File: src/rtl/axi_stream_extract_header.sv
// Receive-side header extractor: peels the first H bytes of each AXI-Stream packet onto a
// header channel and re-packs the remaining payload into full, MSB-aligned beats.

module axi_stream_extract_header_lane (
  input  logic [7:0] byte_in,
  input  logic       en,
  output logic [7:0] byte_out
);
  assign byte_out = en ? byte_in : 8'h00;
endmodule

module axi_stream_extract_header #(
  parameter int DATA_WD      = 32,
  parameter int DATA_BYTE_WD = DATA_WD / 8,
  parameter int BYTE_CNT_WD  = $clog2(DATA_BYTE_WD)
) (
  input  logic                    clk,
  input  logic                    rst,
  input  logic                    valid_in,
  input  logic [DATA_WD-1:0]      data_in,
  input  logic [DATA_BYTE_WD-1:0] keep_in,
  input  logic                    last_in,
  output logic                    ready_in,
  input  logic                    valid_extract,
  input  logic [BYTE_CNT_WD-1:0]  byte_extract_cnt,
  output logic                    ready_extract,
  output logic                    valid_header,
  output logic [DATA_WD-1:0]      data_header,
  output logic [DATA_BYTE_WD-1:0] keep_header,
  output logic                    header_short,
  input  logic                    ready_header,
  output logic                    valid_out,
  output logic [DATA_WD-1:0]      data_out,
  output logic [DATA_BYTE_WD-1:0] keep_out,
  output logic                    last_out,
  input  logic                    ready_out
);
  localparam int N  = DATA_BYTE_WD;
  localparam int CW = BYTE_CNT_WD + 1;
  localparam logic [CW-1:0] N_C = CW'(N);
  localparam logic [CW:0]   N_T = (CW+1)'(N);

  localparam logic [1:0] S_IDLE = 2'd0;
  localparam logic [1:0] S_BODY = 2'd1;
  localparam logic [1:0] S_TAIL = 2'd2;

  logic [1:0]         state;
  logic [DATA_WD-1:0] res_data;
  logic [CW-1:0]      res_cnt;

  logic [N-1:0][7:0]  din_lanes;
  logic [DATA_WD-1:0] din_m;
  logic [CW-1:0]      k_cnt, h_cnt, nh;
  logic [CW:0]        tot, tail_cnt;
  logic [DATA_WD-1:0] hdr_data, idle_res, body_data, body_res;
  logic [N-1:0]       hdr_keep, idle_keep;
  logic               hdr_free, pay_free, idle_go, acc;

  function automatic logic [N-1:0] therm(input logic [CW:0] c);
    therm = ~({N{1'b1}} >> c);
  endfunction

  // zero every byte whose keep bit is clear before it reaches any output path
  for (genvar i = 0; i < N; i++) begin : g_lane
    axi_stream_extract_header_lane u_lane (
      .byte_in (data_in[8*i +: 8]),
      .en      (keep_in[i]),
      .byte_out(din_lanes[i])
    );
  end
  assign din_m = din_lanes;

  always_comb begin
    k_cnt = '0;
    for (int i = 0; i < N; i++) k_cnt = k_cnt + CW'(keep_in[i]);
  end

  assign h_cnt     = CW'(byte_extract_cnt) + CW'(1);
  assign nh        = N_C - h_cnt;
  assign hdr_data  = din_m >> {nh, 3'b000};
  assign hdr_keep  = keep_in >> nh;
  assign idle_res  = din_m << {h_cnt, 3'b000};
  assign idle_keep = keep_in << h_cnt;

  // residual occupies the top res_cnt bytes; the new beat slides in right behind it
  assign tot       = {1'b0, res_cnt} + {1'b0, k_cnt};
  assign tail_cnt  = tot - N_T;
  assign body_data = res_data | (din_m >> {res_cnt, 3'b000});
  assign body_res  = din_m << {N_C - res_cnt, 3'b000};

  assign hdr_free = !valid_header || ready_header;
  assign pay_free = !valid_out || ready_out;
  assign idle_go  = valid_in && valid_extract && hdr_free && pay_free;

  always_comb begin
    ready_in      = 1'b0;
    ready_extract = 1'b0;
    if (!rst) begin
      case (state)
        S_IDLE: begin
          ready_in      = idle_go;
          ready_extract = idle_go;
        end
        S_BODY:  ready_in = pay_free;
        default: ;
      endcase
    end
  end

  assign acc = valid_in && ready_in;

  always_ff @(posedge clk) begin
    if (rst) begin
      state        <= S_IDLE;
      res_data     <= '0;
      res_cnt      <= '0;
      valid_header <= 1'b0;
      data_header  <= '0;
      keep_header  <= '0;
      header_short <= 1'b0;
      valid_out    <= 1'b0;
      data_out     <= '0;
      keep_out     <= '0;
      last_out     <= 1'b0;
    end else begin
      if (valid_header && ready_header) valid_header <= 1'b0;
      if (valid_out && ready_out)       valid_out    <= 1'b0;
      case (state)
        S_IDLE: begin
          if (acc) begin
            valid_header <= 1'b1;
            data_header  <= hdr_data;
            keep_header  <= hdr_keep;
            header_short <= last_in && (k_cnt < h_cnt);
            if (last_in) begin
              if (k_cnt > h_cnt) begin
                valid_out <= 1'b1;
                data_out  <= idle_res;
                keep_out  <= idle_keep;
                last_out  <= 1'b1;
              end
            end else begin
              res_data <= idle_res;
              res_cnt  <= nh;
              state    <= S_BODY;
            end
          end
        end
        S_BODY: begin
          if (acc) begin
            valid_out <= 1'b1;
            data_out  <= body_data;
            if (last_in && (tot <= N_T)) begin
              keep_out <= therm(tot);
              last_out <= 1'b1;
              res_data <= '0;
              res_cnt  <= '0;
              state    <= S_IDLE;
            end else begin
              keep_out <= '1;
              last_out <= 1'b0;
              res_data <= body_res;
              res_cnt  <= tail_cnt[CW-1:0];
              if (last_in) state <= S_TAIL;
            end
          end
        end
        S_TAIL: begin
          if (pay_free) begin
            valid_out <= 1'b1;
            data_out  <= res_data;
            keep_out  <= therm({1'b0, res_cnt});
            last_out  <= 1'b1;
            res_data  <= '0;
            res_cnt   <= '0;
            state     <= S_IDLE;
          end
        end
        default: state <= S_IDLE;
      endcase
    end
  end

endmodule

File: config.mk
export PLATFORM = sky130hd
export DESIGN_NAME = axi_stream_extract_header
export DESIGN_NICKNAME = d
export VERILOG_FILES = /design/src/rtl/axi_stream_extract_header.sv
export SDC_FILE = /design/constraint.sdc
export NUM_CORES = 1
export LEC_CHECK = 0
export CAP_MARGIN = 0
export CORE_UTILIZATION = 55
export CTS_BUF_LIST = sky130_fd_sc_hd__clkbuf_8
export DETAILED_ROUTE_END_ITERATION = 8
export GPL_ROUTABILITY_DRIVEN = 0
export PLACE_DENSITY = 0.86
export SLEW_MARGIN = 20
export SYNTH_ARGS = -nofsm -noshare
export SYNTH_HDL_FRONTEND = slang
export SYNTH_SLANG_ARGS = --single-unit
File: constraint.sdc
create_clock -name clk -period 7.8 [get_ports clk]
set_input_delay 1.56 -clock clk [delete_from_list [all_inputs] [get_ports clk]]
set_output_delay 1.56 -clock clk [all_outputs]
set_load 0.1 [all_outputs]
# --- After elaboration in Yosys (flattened, before gate mapping) ---
# Cells that the tools add are included.
totals:
  latchBits: 0
  register_bits: 113
  in_bits: 45
  output_inout_bits: 78
  mem_count: 0
  romBits: 0
  ramBits: 0
  elab_cells: 117
classes:
  bitwise: 3
  n_addsub: 8
  reduce_logical: 18
  mux: 57
  mul: 0
  shift: 8
  n_div: 0
  n_eq_ne: 9
  magnitude_cmp: 3
op_table:
  columns: ["operator", "count"]
  rows:
  - ["32-bit 2-to-1 mux", 10]
  - ["32-bit one-hot mux with 3 select lines", 2]
  - ["32-bit by 6-bit << shifter with 32-bit output", 2]
  - ["32-bit by 6-bit >> shifter with 32-bit output", 2]
  - ["8-bit 2-to-1 mux", 4]
  - ["32-bit bitwise OR", 1]
  - ["4-bit 2-to-1 mux", 6]
  - ["1-bit 2-to-1 mux", 18]
  - ["3-bit 2-to-1 mux", 5]
  - ["2-bit 2-to-1 mux", 6]
  - ["2-bit != test (second input constant)", 6]
  - ["4-bit one-hot mux with 3 select lines", 1]
  - ["5-bit AND reduction", 2]
  - ["3-bit one-hot mux with 3 select lines", 1]
  - ["1-bit logical AND", 8]
  - ["4-bit NOT", 2]
  - ["1-bit one-hot mux with 3 select lines", 2]
  - ["2-bit one-hot mux with 3 select lines", 1]
  - ["6-bit AND reduction", 1]
  - ["3-bit subtractor (first input constant)", 2]
  - ["3-bit by 3-bit adder with 4-bit output", 1]
  - ["4-bit by 3-bit <= comparator with 1-bit output (second input constant)", 1]
  - ["4-bit by 3-bit << shifter with 4-bit output", 1]
  - ["4-bit by 3-bit >> shifter with 4-bit output", 1]
  - ["18 further kinds", 20]

# --- Longest topological paths before layout ---
# Gate-level depths: netlist of the first run.
logic_depth:
  word_depth: 9
  ltp_mapped: 10
  depth_no_buf: 9

# --- By module ---
# A second synthesis of the first run with hierarchy kept.
unflattened:
  cells_unflattened: 918
  area_unflattened_um2: 7856.3
modules_own_cells:
  columns: ["module", "area_per_inst_um2", "cells_each", "seq_area_each_um2", "n_inst"]
  rows:
  - ["axi_stream_extract_header", 7656.1, 886, 2262.2, 1]
  - ["axi_stream_extract_header_lane", 50.0, 8, 0.0, 4]

# --- Worst setup path after synthesis of the first run ---
# Ideal clock, no wire load.
synth_timing:
  path_kind: "input -> output"
  startpoint: "input port rst"
  endpoint: "output port ready_extract"
  path_slack_ns: 1.368
  t_required_ns: 6.240
  arrival_ns: 4.872
  path_buffers: 2
  stages: 3
  path_cell_list: "clkbuf_1 -> clkbuf_1 -> nor4_1"
synth_via:
  elab_chain_len: 1
synth_rtl:
  columns: ["element", "line_no", "rtl"]
  rows:
  - ["start: declaration", "18", "input logic rst,"]
  - ["1-bit 2-to-1 mux", "98", "if (!rst) begin"]
  - ["end: declaration", "26", "output logic ready_extract,"]
# Every way passes these cells.

# --- Worst setup path in the final report of the first run ---
layout_timing:
  startpoint: "input port keep_in[3]"
  endpoint: "register data_out[29]"
layout_via:
  elab_chain_len: 6
  word_cells_on_any_way: 13
  classes_between: "1 x add/sub; 1 x order compare; 1 x eq/ne; 2 x shift; 6 x mux; 1 x bitwise; 1 x reduce/logical"
layout_rtl:
  columns: ["element", "line_no", "rtl"]
  rows:
  - ["start: declaration", "21", "input logic [DATA_BYTE_WD-1:0] keep_in,"]
  - ["8-bit 2-to-1 mux", "9", "assign byte_out = en ? byte_in : 8'h00;"]
  - ["32-bit by 6-bit << shifter with 32-bit output", "82", "assign idle_res = din_m << {h_cnt, 3'b000};"]
  - ["32-bit 2-to-1 mux", "136", "if (k_cnt > h_cnt) begin"]
  - ["32-bit 2-to-1 mux", "135", "if (last_in) begin"]
  - ["32-bit 2-to-1 mux", "130", "if (acc) begin"]
  - ["32-bit one-hot mux with 3 select lines", "128", "case (state)"]
  - ["end signal: assignment", "138", "data_out <= idle_res;"]
  - ["end signal: assignment", "152", "data_out <= body_data;"]
  - ["end signal: assignment", "171", "data_out <= res_data;"]
  - ["end: declaration", "33", "output logic [DATA_WD-1:0] data_out,"]
# Several ways; a longest one is shown, not always the timed one. The select of a mux whose other input is x is not followed.
# A chain may end at the register's enable or synchronous reset.

==> metrics.txt, run 1 <==
status finished clean; Die H 121 µm; vias in the first global route 8,057; VDD IR-drop max 0.152 mV; WL final 27,800 µm; port bufs 122; Hold Buf Count CTS 0; GRT Residual Overflow 0; Hold Path Origin header_short; via count 8,813; first-pass GRT wire length 43,900 µm; slew margin rel. 0.327; GRT Util Overall 0.387; final setup fails 0; RSZ-0062 raised after global routing no; ant diodes 0; Placed Cells 1,225; Crit-path slowest cell a2111oi_4; P_leak 3.22 nW; Pre-antenna DRT Iters 6; Pwr Total 1.73 mW; crit path from keep_in[3]; Post-Syn Instances 1,013; postcts setup bufs 0; CP Cell Sequence clkdlybuf4s50_1 > buf_4 > fa_1 > ha_1 > ha_1 > ha_1 > nor2b_1 > o21ai_1 > a2111oi_4 > o21ai_2 > buf_4 > mux2_4; fin crit period 5.48 ns; Skew-Pair Late Insertion Delay 0.47 ns; Synth Net Count 1,075; fin nets 1,126; Post-synth EDFFs 0; hold_ws 0.462 ns; Setup Crit Path Kind in2reg; number of fill cells 1,169; Core ar. 13,900 µm²; WP data required 8.15 ns; wire length per cell 22.1 µm; Final ANT Viol Nets 0; Clock Pin Slew Worst Setup and Hold Paths 0.07 ns; Residual DRC 0; Iter 0 DRT Violations 1,623; post-synthesis simple-gate area fraction 0.244; Crit. End Element register; CP arrival 5.82 ns; Ys Warns 0; top cells by area, synth dfxtp_1, o21ai_0, a21oi_1; PD cells 183 nW/µm²; Crit Path Max Fanout 54; CP peak stage delay 0.78 ns; Post-Synth XOR/XNOR Area 0.00528; FF-to-FF Start state[1]; main combinational cell family by area after synthesis compound AO/OA/AOI/OAI gates; Critical Path Start Type input pin; Synth Register Bits 113; Place WS 1.95 ns; CTS sink cnt 113; die area 14,700 µm²; worst min path class reg2reg; io pins 123; Peak Freq 0.183 GHz; Area Growth Syn to Fin 21.0%; sequential share of the synthesized area 0.289; non-filler cells, final 1,256; H-tree Lvls 4; Synth Area in Compound Gates 0.284; count leader, synth dfxtp_1; number of buffers and inverters on the critical path 3; Resize count post-CTS 0; initial antenna violation count 1; worst setup margin 2.32 ns; Worst Max-Slew Pin Slew 1.01 ns; ys async rst share 0; mux share of post-synthesis cell area 0.0838; CTS tree done; largest net degree at the start of global routing 90; Root Driver clkbuf_8; cell taking the most area after synthesis dfxtp_1; top_reg_cell synth dfxtp_1; Pins Over Slew Limit 0; detailed placement HPWL 18,100 µm; Post-Route Setup TNS 0 ns; CTS max path bufs 2; max_cap viols 0; post-synthesis adder-cell area fraction 0.0291; via/cell ratio 7.02; syn avg cell area 7.72 µm²; final hold violations 0; Tcrit/Tclk final 0.702; layout cells sized above 1 0.0985; Post-Syn Area 7820 µm²; Worst path top cell family by delay adder cells; TritonCTS Buffers 17; Distinct cells, synth 73; row count 43; Initial Util 0.564; top-area cell type share of the netlist area 0.289; skew final 0.0142 ns; die width 121 µm; crit-path most repeated cell ha_1; most instantiated cells after synthesis dfxtp_1, nand2_1, o21ai_0
## placed cells by master (no fill, tap or decap), types with 3 or more instances in the layout
master           synthesis  layout
a21o_1                   3       3
or3_1                    3       3
o221ai_1                11      11
and3b_1                 16      16
clkinvlp_4               0       3
dfxtp_1                113     112
o21ai_0                 94      94
a22oi_1                 16      16
a32oi_1                  9       9
clkbuf_8                 0      20
nand3_1                 60      60
mux4_2                   9       9
and3_1                  16      16
and2_1                   4       4
nand2b_1                 6       6
bufinv_16                0       4
mux2_4                  10      10
o211ai_1                28      28
clkdlybuf4s50_1          0     120
buf_4                    2      21
a41o_1                   6       6
nor4_1                   3       3
inv_1                   11      11
nor2b_1                 21      21
mux2_2                  16      16
nand4_1                 35      35
ha_1                    15      15
a2bb2oi_1                9       9
a311oi_1                31      31
nand2_1                 95      95
a211oi_1                11      11
nand3b_1                 8       8
o22ai_1                 10      10
a21oi_1                 86      85
a31oi_1                  3       3
mux2i_1                 10      10
clkinv_4                 0       3
nor2_1                  60      60
nor3_1                  31      30
## power by group
| part | switching [mW] | leakage (nW) | internal (mW) |
|---|---|---|---|
| Clock | 0.273 | 0.218 | 0.374 |
| Sequential | 0.0145 | 0.917 | 0.603 |
| Combinational | 0.325 | 2.09 | 0.146 |
| Total | 0.612 | 3.22 | 1.12 |
## kinds of logic after synthesis
kind of cell	after synthesis
flops	113
xor+xnor	3
buf+inv	123
mux	47
fa+ha+maj	17
compound gates	339
simple gates	371
## state kept, by name, summed over array words and instances, names as in the netlist
name          count
data_header      32
data_out         32
res_data         32
keep_header       4
keep_out          4
res_cnt           3
state             2
header_short      1
last_out          1
valid_header      1
valid_out         1
## through the flow
step           instance area (µm²)  utilization
6_report                      9470        0.682
3_3_place_gp                  9020        0.650
4_1_cts                       9470        0.682
2_1_floorplan                 7820            -
3_5_place_dp                  9020        0.650
5_1_grt                       9470        0.682
## final timing paths
kind                            slack, ns            to  depth (start not counted)
worst max-delay path                 2.32  data_out[29]                         12
worst min-delay path                 0.46  header_short                          2
worst max register to register       4.77  res_data[26]                          9
worst min register to register       0.46  header_short                          2
## worst reg2reg max path, stage by stage (launching register included)
cell and delay (ns):
dfxtp_1 0.35, inv_1 0.09, ha_1 0.46, or3b_1 0.24, nand3_2 0.20, o32ai_4 0.30
buf_4 0.44, and2_1 0.21, buf_4 0.40, a311oi_1 0.21
## layer usage
layer | vias to the layer above | part of all wire | track usage
li1 | 3938 | - | -
met1 | 4016 | 0.37 | 0.495
met2 | 711 | 0.44 | 0.590
met3 | 148 | 0.13 | 0.0968
met4 | 0 | 0.059 | 0.221
met5 | - | 0 | 0
## cell type report
type,count,area (µm²),share of cell area
multi-input combinational,777,5110,0.540
tap,180,225,0.0238
clock buffer,20,275,0.0291
sequential,113,2260,0.239
clock inverter,11,178,0.0188
inverter,13,48.8,0.00515
timing repair buffer,142,1360,0.144
Power figures use the tool's default switching activity.
==> inputs of run 2 (changes only) <==
Clock period 7.8 ns to 5.6 ns, I/O delays scaled along.
==> metrics.txt, run 2 (synthesis results as in run 1) <==
Combinational Power Share 0.284; postcts setup bufs 0; Skew-Pair Late Insertion Delay 0.47 ns; port bufs 122; io pins 123; Root Driver clkbuf_8; WL final 27,400 µm; Tcrit/Tclk final 0.781; worst setup margin 1.23 ns; Die H 121 µm; hold_ws 0.458 ns; Hold Buf Count CTS 0; Pins Over Slew Limit 0; via/cell ratio 7.08; R2R cell count 9; Core ar. 13,900 µm²; wire length per cell 21.8 µm; sw frac 0.367; slew margin rel. 0.272; CP arrival 4.72 ns; P_leak 3.20 nW; via count 8,889; Crit Path Max Fanout 24; first-pass GRT wire length 43,000 µm; Place WS 0.759 ns; Int Power 1.44 mW; detailed placement HPWL 17,800 µm; die width 121 µm; Crit. End Element register; largest net degree at the start of global routing 89; top routing layer used met4; Iter 0 DRT Violations 1,834; switching power 0.835 mW; Largest regs data_header: 32 flops, data_out: 32 flops, res_data: 32 flops; skew final 0.0135 ns; status finished clean; ant diodes 0; commonest non-fill, non-tap cell in the layout clkdlybuf4s50_1; VDD IR-drop max 0.170 mV; met2 WL 11,800 µm; Clock Pin Slew Worst Setup and Hold Paths 0.07 ns; max_cap viols 0; power share of the clock group 0.335; Residual DRC 0; worst min path class reg2reg; sequential share of power 0.381; CTS sink cnt 113; CTS max path bufs 2; Met1 Wirelength 10,200 µm; Resize count post-CTS 0; Setup Crit Path Kind in2reg; Final Util 0.676; GRT Util Overall 0.378; fin crit period 4.37 ns; die area 14,700 µm²; TritonCTS Buffers 17; fin nets 1,126; Post-Route Setup TNS 0 ns; RSZ-0062 raised after global routing no; CTS tree done; Initial Util 0.564; Final ANT Viol Nets 0; final setup fails 0; Area Growth Syn to Fin 20.0%; DR WL met3 3420 µm; Critical Path Start Type input pin; PD cells 242 nW/µm²; layout cells sized above 1 0.0994; final hold violations 0; vias in the first global route 8,035; commonest non-fill, non-tap cells in the layout clkdlybuf4s50_1, dfxtp_1, nand2_1, o21ai_0, a21oi_1; Pre-antenna DRT Iters 8; Peak Freq 0.229 GHz; initial antenna violation count 0; H-tree Lvls 4; GRT Residual Overflow 0; row count 43; Worst Max-Slew Pin Slew 1.08 ns; Worst Hold Depth 2; WP data required 5.95 ns
[run 2: power by group through the flow]
| stage | sequential [mW] | clock (mW) | combinational (mW) |
|---|---|---|---|
| 6_report | 0.866 | 0.763 | 0.646 |
| 2_1_floorplan | 0.988 | 0 | 0.342 |
| 5_1_grt | 0.869 | 0.793 | 0.680 |
| 3_3_place_gp | 0.881 | 0 | 0.618 |
| 4_1_cts | 0.864 | 0.756 | 0.627 |
| 3_5_place_dp | 0.882 | 0 | 0.625 |
[run 2: worst max-delay path: stages]
cell	delay, ns
clkdlybuf4s50_1	0.49
fa_1	0.50
ha_1	0.21
ha_1	0.33
ha_1	0.32
nor2b_1	0.13
o21ai_1	0.29
a2111oi_4	0.11
buf_4	0.19
o21ai_2	0.19
buf_4	0.41
mux2_2	0.38
[run 2: final timing paths]
path | end | slack, ns | startpoint
min | header_short | 0.46 | header_short
min reg2reg | header_short | 0.46 | header_short
max reg2reg | res_data[22] | 2.55 | state[1]
max | data_out[20] | 1.23 | keep_in[0]
[run 2: final cells by class]
cell class	count	area [µm²]
multi-input combinational	777	5120
fill	1179	4490
sequential	113	2260
timing repair buffer	142	1360
clock buffer	18	248
tap	180	225
clock inverter	13	124
inverter	13	48.8
[run 2: layer usage]
metal,vias up,global-route usage
met3,185,0.0860
met5,-,0
met4,0,0.245
met1,4050,0.488
li1,3933,-
met2,721,0.565
[run 2: per-stage QoR]
| step | instance area (µm²) | power, mW | instances |
|---|---|---|---|
| 6_report | 9390 | 2.27 | 1256 |
| 5_1_grt | 9390 | 2.34 | 1256 |
| 4_1_cts | 9380 | 2.25 | 1256 |
| 3_5_place_dp | 9010 | 1.51 | 1225 |
| 3_3_place_gp | 9010 | 1.50 | 1225 |
| 2_1_floorplan | 7820 | 1.33 | 1013 |
